[src/rtl/cdb_arbiter.sv]
// Common data bus arbiter: ALU, LSB and Branch results share one registered
// broadcast port, picked round-robin from one-entry holding registers.
module cdb_arbiter #(
    parameter int TAG_W  = 4,
    parameter int DATA_W = 32,
    parameter int ADDR_W = 32
) (
    input  logic              clk,
    input  logic              rst_n,
    input  logic              rdy,
    input  logic              clear,
    input  logic              alu_valid,
    output logic              alu_ready,
    input  logic [TAG_W-1:0]  alu_tag,
    input  logic [DATA_W-1:0] alu_data,
    input  logic              lsb_valid,
    output logic              lsb_ready,
    input  logic [TAG_W-1:0]  lsb_tag,
    input  logic [DATA_W-1:0] lsb_data,
    input  logic              br_valid,
    output logic              br_ready,
    input  logic [TAG_W-1:0]  br_tag,
    input  logic [DATA_W-1:0] br_data,
    input  logic              br_jump,
    input  logic [ADDR_W-1:0] br_pc,
    output logic              cdb_valid,
    output logic [1:0]        cdb_src,
    output logic [TAG_W-1:0]  cdb_tag,
    output logic [DATA_W-1:0] cdb_data,
    output logic              cdb_jump,
    output logic [ADDR_W-1:0] cdb_pc
);

    logic [2:0]              pend;
    logic [2:0][TAG_W-1:0]   tag_q;
    logic [2:0][DATA_W-1:0]  data_q;
    logic                    jump_q;
    logic [ADDR_W-1:0]       pc_q;
    logic [1:0]              rr_ptr;

    logic [2:0]              valid_in;
    logic [2:0]              ready;
    logic [2:0][TAG_W-1:0]   tag_in;
    logic [2:0][DATA_W-1:0]  data_in;
    logic [1:0]              ptr;
    logic [1:0]              o1;
    logic [1:0]              o2;
    logic [1:0]              win;
    logic                    any;
    logic [2:0]              grant;
    logic [1:0]              rr_next;

    assign valid_in = {br_valid, lsb_valid, alu_valid};
    assign tag_in   = {br_tag, lsb_tag, alu_tag};
    assign data_in  = {br_data, lsb_data, alu_data};

    // An illegal pointer value of 3 is folded back onto the ALU.
    always_comb begin
        ptr = (rr_ptr == 2'd3) ? 2'd0 : rr_ptr;
        o1  = (ptr == 2'd2) ? 2'd0 : ptr + 2'd1;
        o2  = (ptr == 2'd0) ? 2'd2 : ptr - 2'd1;
        any = |pend;
        if (pend[ptr])
            win = ptr;
        else if (pend[o1])
            win = o1;
        else if (pend[o2])
            win = o2;
        else
            win = 2'd0;
        grant   = any ? (3'b001 << win) : 3'b000;
        rr_next = (win == 2'd2) ? 2'd0 : win + 2'd1;
    end

    // A granted entry frees its slot in the same cycle it is broadcast.
    assign ready = {3{rdy & ~clear & rst_n}} & (~pend | grant);
    assign alu_ready = ready[0];
    assign lsb_ready = ready[1];
    assign br_ready  = ready[2];

    always_ff @(posedge clk or negedge rst_n) begin
        if (!rst_n) begin
            pend      <= '0;
            tag_q     <= '0;
            data_q    <= '0;
            jump_q    <= 1'b0;
            pc_q      <= '0;
            rr_ptr    <= 2'd0;
            cdb_valid <= 1'b0;
            cdb_src   <= 2'd0;
            cdb_tag   <= '0;
            cdb_data  <= '0;
            cdb_jump  <= 1'b0;
            cdb_pc    <= '0;
        end else if (rdy) begin
            if (clear) begin
                pend      <= '0;
                cdb_valid <= 1'b0;
            end else begin
                if (any) begin
                    cdb_valid <= 1'b1;
                    cdb_src   <= win;
                    cdb_tag   <= tag_q[win];
                    cdb_data  <= data_q[win];
                    cdb_jump  <= (win == 2'd2) & jump_q;
                    cdb_pc    <= (win == 2'd2) ? pc_q : '0;
                    rr_ptr    <= rr_next;
                end else begin
                    cdb_valid <= 1'b0;
                end
                pend <= (pend & ~grant) | (valid_in & ready);
            end
            for (int i = 0; i < 3; i++) begin
                if (valid_in[i] & ready[i]) begin
                    tag_q[i]  <= tag_in[i];
                    data_q[i] <= data_in[i];
                end
            end
            if (br_valid & ready[2]) begin
                jump_q <= br_jump;
                pc_q   <= br_pc;
            end
        end
    end

endmodule

[config.mk]
export PLATFORM = sky130hd
export DESIGN_NAME = cdb_arbiter
export DESIGN_NICKNAME = d
export VERILOG_FILES = /design/src/rtl/cdb_arbiter.sv
export SDC_FILE = /design/constraint.sdc
export NUM_CORES = 1
export LEC_CHECK = 0
export ABC_CLOCK_PERIOD_IN_PS = 2300
export CAP_MARGIN = 10
export CORE_UTILIZATION = 45
export CTS_CLUSTER_DIAMETER = 150
export DETAILED_ROUTE_END_ITERATION = 10
export PLACE_DENSITY = 0.77
export REMOVE_ABC_BUFFERS = 1
export SLEW_MARGIN = 0
export SYNTH_ARGS = -nofsm -noshare
export SYNTH_HDL_FRONTEND = slang
export SYNTH_SLANG_ARGS = --single-unit
[constraint.sdc]
create_clock -name clk -period 2.3 [get_ports clk]
set_input_delay 0.46 -clock clk [delete_from_list [all_inputs] [get_ports clk]]
set_output_delay 0.46 -clock clk [all_outputs]
set_load 0.01 [all_outputs]
==> results of run 1 <==
## kinds of logic after synthesis
group	count (synthesis)
flops	218
compound gates	166
mux	143
simple gates	127
buf+inv	57
fa+ha+maj	3
## layer usage
metal / vias to the layer above / wire (um) / global-route usage, %
li1: 3085 / - / -
met1: 3425 / 11000 / 32.8
met2: 284 / 12700 / 44.2
met3: 61 / 2080 / 6.81
met4: 0 / 824 / 9.11
met5: - / 0 / 0
## metrics by stage
stage / instances / instance area, um^2 / TNS (ns)
global route: 1260 / 13400 / -36.10
floorplan: 663 / 8700 / -390.24
finish: 1260 / 13400 / -25.53
detailed placement: 1193 / 11800 / -24.09
global placement: 1193 / 11800 / -16.55
CTS: 1255 / 13300 / -15.93
## worst paths after layout
kind	end	slack, ns
min in group clk	cdb_pc[3]	0.48
max in group asynchronous	data_q[72]	0.39
worst min register to register	cdb_pc[3]	0.48
worst max-delay path	alu_ready	-0.39
worst min-delay path	pend[2]	0.40
worst max register to register	data_q[26]	-0.30
## synth_stat cells, drive strengths merged
| master | n | share of area, % |
|---|---|---|
| ha | 3 | 0.42 |
| mux2 | 141 | 18 |
| o2bb2ai | 1 | 0.098 |
| a41oi | 1 | 0.31 |
| nand2 | 74 | 3.1 |
| a32oi | 36 | 3.5 |
| and4bb | 1 | 0.14 |
| nand2b | 1 | 0.070 |
| a21o | 2 | 0.17 |
| o31ai | 2 | 0.32 |
| a31o | 2 | 0.20 |
| o21ai | 38 | 2.1 |
| clkbuf | 29 | 1.2 |
| inv | 6 | 0.25 |
| nor2 | 41 | 1.7 |
| nand3 | 1 | 0.056 |
| dfrtp | 218 | 61 |
| nor2b | 3 | 0.21 |
| nor3 | 1 | 0.056 |
| nor3b | 2 | 0.22 |
| o31a | 1 | 0.098 |
| o211ai | 1 | 0.084 |
| and3b | 1 | 0.098 |
| o21a | 2 | 0.17 |
| buf | 22 | 1.5 |
| mux2i | 2 | 0.22 |
| nand3b | 1 | 0.084 |
| a21oi | 77 | 4.4 |
| o21bai | 1 | 0.084 |
| or2 | 1 | 0.070 |
| a311oi | 1 | 0.17 |
| a31oi | 1 | 0.070 |
## worst reg2reg max path, delay by kind of cell (launching register included)
family | cells | cell delay, ns
multiplexers | 1 | 0.33
buffers and inverters | 6 | 0.81
AND/OR/NAND/NOR | 1 | 0.14
AO/OA/AOI/OAI | 3 | 0.54
flip-flops | 1 | 0.40
adder cells (fa/ha/maj) | 1 | 0.28
## area by class of cell
class	count	area [um^2]	area share [%]
timing repair buffer	295	3260	24.3
inverter	6	22.5	0.168
clock buffer	32	639	4.76
tap	265	332	2.47
multi-input combinational	439	3690	27.5
sequential	218	5460	40.6
clock inverter	5	27.5	0.205
## sequential cells by signal (all words and copies together), names as in the netlist
name and flops:
cdb_tag 4, cdb_valid 1, data_q 96, cdb_data 32, cdb_pc 32, cdb_src 2, jump_q 1, cdb_jump 1
pc_q 32, rr_ptr 2, pend 3, tag_q 12
## power groups by stage
stage	clock, mW	combinational (mW)	sequential [mW]
3_5_place_dp	0	5.57	6.29
6_report	3.36	6.39	6.33
5_1_grt	3.57	6.89	6.50
2_1_floorplan	0	2.67	6.36
4_1_cts	3.43	6.23	6.28
3_3_place_gp	0	5.41	6.24
## timing repair
action | CTS | global route
cloned | 11 | 5
gates resized for setup | 135 | 12
hold endpoints to repair | 16 | 0
pin swaps | 9 | 5
endpoints found under the setup margin | 180 | 182
hold buffers | 1 | 0
setup buffers | 15 | 1
==> results_dict.tcl, run 1 <==
set metrics [dict create \
    grt_max_degree 79 \
    ys_warn_count 0 \
    max_stage_delay_ns 0.40 \
    final_nets 1133 \
    gp_congestion 0.851 \
    pwr-share-seq_pct 39.4 \
    crit_slowest_cell "dfrtp_1" \
    setup_slack_ns -0.394 \
    cts_buffers 22 \
    clock.fmax_ghz 0.371 \
    fin_crit_sh_pct 117 \
    failed_checks "setup timing" \
    drive_above_1_share_pct 27.3 \
    pre_cts_ws_ns -0.343 \
    area_growth_pct 50.3 \
    drv_cap 0 \
    p_clk_share_pct 20.9 \
    ys_ff_latch 218 \
    seq_area_frac_synth_pct 61.0 \
    io_buffers 222 \
    antenna_cells 0 \
    ff2ff_path_depth 12 \
    finalPower_mw 16.1 \
    synth_compound_area_share_pct 11.8 \
    cp_num_cells 8 \
    syn_avg_cell_area_um2 12.5 \
    overflow 0 \
    hpwl_um 14900 \
    dieArea_mm2 0.0204 \
    p_sw_mw 5.17 \
    leakagePower_nw 5.80 \
    crit_fanout 4 \
    drc_errors 0 \
    internal_power_mw 10.9 \
    clock-sinks 218 \
    final.setup_skew_ns 0.00539 \
    synth_xor_area_share_pct 0 \
    synth.cell_area_mm2 0.00894 \
    critical_path_arrival_ns 2.23 \
    start_util_pct 45.9 \
    rsz0062_at_grt "yes" \
    dr.pass1.iters 4 \
    clkTransAtPathRegs_ns 0.06 \
    mostFrequentLayoutCells "dfrtp_1 (218), clkdlybuf4s50_1 (218), mux2_4 (86)" \
    final_max_slew_viol_count 0 \
    ir_drop_mv 0.712 \
    cts_tree "yes" \
    die_x_um 143 \
    hold_viol_final 0 \
    wirelength_um 26700 \
    yosys-mux-area-fraction_pct 18.0 \
    crit_path_start_kind "register" \
    antenna_found_initial 0 \
    power.density_cell_area_mw_per_mm2 1200 \
    synth_simple_gate_area_share_pct 5.87 \
    num-fill-cells 1348 \
    post_drt_wl_per_cell_um 21.2 \
    worstPathRequired_ns 1.84 \
    ys_types 41 \
    routed_via_density 5.44 \
    fin_util_pct 69.0 \
    worstMarginPinSlew_ns 0.967 \
    critical_path.top_delay_family "compound AO/OA/AOI/OAI gates" \
    crit_buf_inv 2 \
    comb_power_share_pct 39.7 \
    path_cells "inv_2 -> ha_4 -> and4bb_2 -> o31ai_4 -> a31o_4 -> nand2_2 -> a21oi_2 -> buf_2" \
    dr_total_vias 6855 \
    min_period_ns 2.69 \
    setup_viol 145 \
    switching_share_pct 32.1 \
    row_count 51 \
    max_slew_margin_pct 35.5 \
    critical_path_class "register to primary output" \
    status "finished, violations left" \
    drtIter0Drc 331 \
    grt_pass1_wl_um 40500 \
    final_antenna_net_count 0 \
    synth_top_family_by_area "multiplexers" \
    grt_pass1_vias 7286 \
    htree_num_levels 1 \
    die-height_um 143 \
    critPathLaunch "rr_ptr[0]" \
    r2r_start "rr_ptr[0]" \
    syn_inst 714 \
    design.portCount 223 \
    hold_path.class "input pin to async pin" \
    grt_use_total_pct 26.3 \
    core_mm2 0.0195 \
    whs_ns 0.396 \
    endpoint_kind "primary output" \
    clock_latency_ns 0.50 \
    synthAdderAreaFrac_pct 0.420 \
    cts.path.max_buffers 3 \
    clock-root-buffer "clkbuf_16" \
]
Note: power is estimated with default switching activity, not from simulation.
==> inputs of run 2 (changes only) <==
CORE_UTILIZATION = 46   (was 45)
CTS_BUF_LIST = sky130_fd_sc_hd__clkbuf_2   (was default)
HOLD_SLACK_MARGIN = 0.06   (was default)
PLACE_DENSITY = 0.78   (was 0.77)
==> results_dict.tcl, run 2 (synthesis gave the netlist of run 1 again) <==
set metrics [dict create \
    worstPathRequired_ns 1.84 \
    drtIter0Drc 444 \
    ir_drop_mv 0.640 \
    io_buffers 222 \
    crit_path_start_kind "register" \
    post-route-cell-area_mm2 0.0139 \
    final_antenna_net_count 0 \
    postPlaceCellArea_mm2 0.0118 \
    grt_use_total_pct 28.7 \
    min_period_ns 3.01 \
    htree_num_levels 2 \
    die-height_um 141 \
    largest_reg_flops 96 \
    start_util_pct 47.3 \
    clkTransAtPathRegs_ns 0.10 \
    final_max_slew_viol_count 0 \
    ff2ff_path_depth 12 \
    final.setup_skew_ns 0.0740 \
    cts.path.max_buffers 3 \
    clock-root-buffer "clkbuf_2" \
    critical_path_class "register to primary output" \
    wl_met3_um 2580 \
    mostFrequentLayoutCells "dfrtp_1 (218), clkdlybuf4s50_1 (189), mux2_4 (100)" \
    grt_pass1_wl_um 43400 \
    hpwl_um 15100 \
    routed_via_density 5.47 \
    core_mm2 0.0189 \
    fin_crit_sh_pct 131 \
    antenna_cells 0 \
    post_drt_wl_per_cell_um 21.6 \
    rsz0062_at_grt "yes" \
    drv_cap 0 \
    antenna_found_initial 0 \
    grt_pass1_vias 7642 \
    max_slew_margin_pct 37.1 \
    drc_errors 0 \
    final_common_cell "dfrtp_1" \
    fin_cells 1336 \
    grt_max_degree 123 \
    switching_share_pct 35.2 \
    pwr-share-seq_pct 38.7 \
    met1_length_um 11300 \
    dr.pass1.iters 5 \
    failed_checks "setup timing" \
    final_nets 1187 \
    internal_power_mw 10.8 \
    crit_fanout 4 \
    numPlacedInstances 1187 \
    cts_tree "yes" \
    setup_viol 177 \
    dr_total_vias 7306 \
    die_x_um 141 \
    p_sw_mw 5.85 \
    regMostFlops "data_q" \
    whs_path_depth 2 \
    clock-sinks 218 \
    row_count 50 \
    leakagePower_nw 6.39 \
    critical_path_arrival_ns 2.55 \
    clock_latency_ns 0.82 \
    finalPower_mw 16.6 \
    area_growth_pct 55.9 \
    endpoint_kind "primary output" \
    drive_above_1_share_pct 35.2 \
    worstMarginPinSlew_ns 0.943 \
    dieArea_mm2 0.0200 \
    comb_power_share_pct 45.2 \
    gp_congestion 0.857 \
    design.portCount 223 \
    top_layer "met4" \
    hold_viol_final 0 \
    p_clk_share_pct 16.0 \
    overflow 0 \
    wirelength_um 28900 \
    setup_slack_ns -0.706 \
    wl_met2_um 14100 \
    status "finished, violations left" \
    clock.fmax_ghz 0.333 \
    power.density_cell_area_mw_per_mm2 1190 \
    hold_path.class "input pin to register" \
    cts_buffers 56 \
]
run 2: changes by cell type in the layout (fill, tap and decap cells not counted), moves of 18 or more:
cell and change:
dlymetal6s2s_1 +18, clkdlybuf4s50_1 -29, a32oi_2 +22, clkbuf_16 -22, clkbuf_2 +85, a32oi_1 -22
run 2: power groups by stage:
stage	registers (mW)	logic (mW)	clock network (mW)
after floorplan	6.36	2.67	0
after global placement	6.26	5.40	0
after detailed placement	6.32	5.56	0
after CTS	6.31	6.91	2.73
after global routing	6.59	7.97	2.96
final	6.43	7.51	2.66
run 2: per-layer routing:
| layer | track usage (%) | vias to the layer above |
|---|---|---|
| met4 | 10.4 | 0 |
| met3 | 8.84 | 59 |
| li1 | - | 3234 |
| met5 | 0 | - |
| met2 | 47.8 | 332 |
| met1 | 35.2 | 3681 |
run 2: what timing repair did:
| item | 4_1_cts | 5_1_grt |
|---|---|---|
| setup endpoints to repair | 186 | 199 |
| pin swaps | 25 | 30 |
| resized for setup | 191 | 45 |
| hold buffers | 1 | 0 |
| buffers inserted | 26 | 2 |
| hold endpoints to repair | 143 | 0 |
| cloned | 18 | 6 |
run 2: metrics by stage:
step | util, % | hold slack [ns] | setup TNS [ns] | setup WS [ns]
after floorplan | - | 0.164 | -390.24 | -2.83
after global placement | 62.3 | 0.460 | -15.47 | -0.318
after detailed placement | 62.3 | 0.469 | -21.41 | -0.337
after CTS | 71.9 | 0.141 | -19.75 | -0.721
after global routing | 73.8 | 0.160 | -60.65 | -0.866
final | 73.8 | 0.238 | -46.06 | -0.706
run 2: worst max-delay path: stages (launching register included):
cell and delay (ns):
dfrtp_1 0.42, inv_2 0.07, ha_4 0.28, and4bb_2 0.26
o31ai_4 0.22, a31o_4 0.20, nand2_2 0.06, a21oi_1 0.11
buf_2 0.14
run 2: cell type report:
cell class	count	area, um^2
Inverter	6	22.5
Clock inverter	13	80.1
Clock buffer	85	425
Tap cell	260	325
Multi-Input combinational cell	439	3930
Fill cell	1255	4960
Timing Repair Buffer	315	3690
Sequential cell	218	5460
run 2: worst paths after layout:
check                          start    endpoint  slack (ns)
max reg2reg                rr_ptr[0]   data_q[8]       -0.50
max in group asynchronous      rst_n  data_q[40]        0.72
min reg2reg                cdb_pc[0]   cdb_pc[0]        0.48
min                        br_pc[16]    pc_q[16]        0.24
max                        rr_ptr[0]   alu_ready       -0.71
min in group asynchronous      rst_n  data_q[71]        0.25
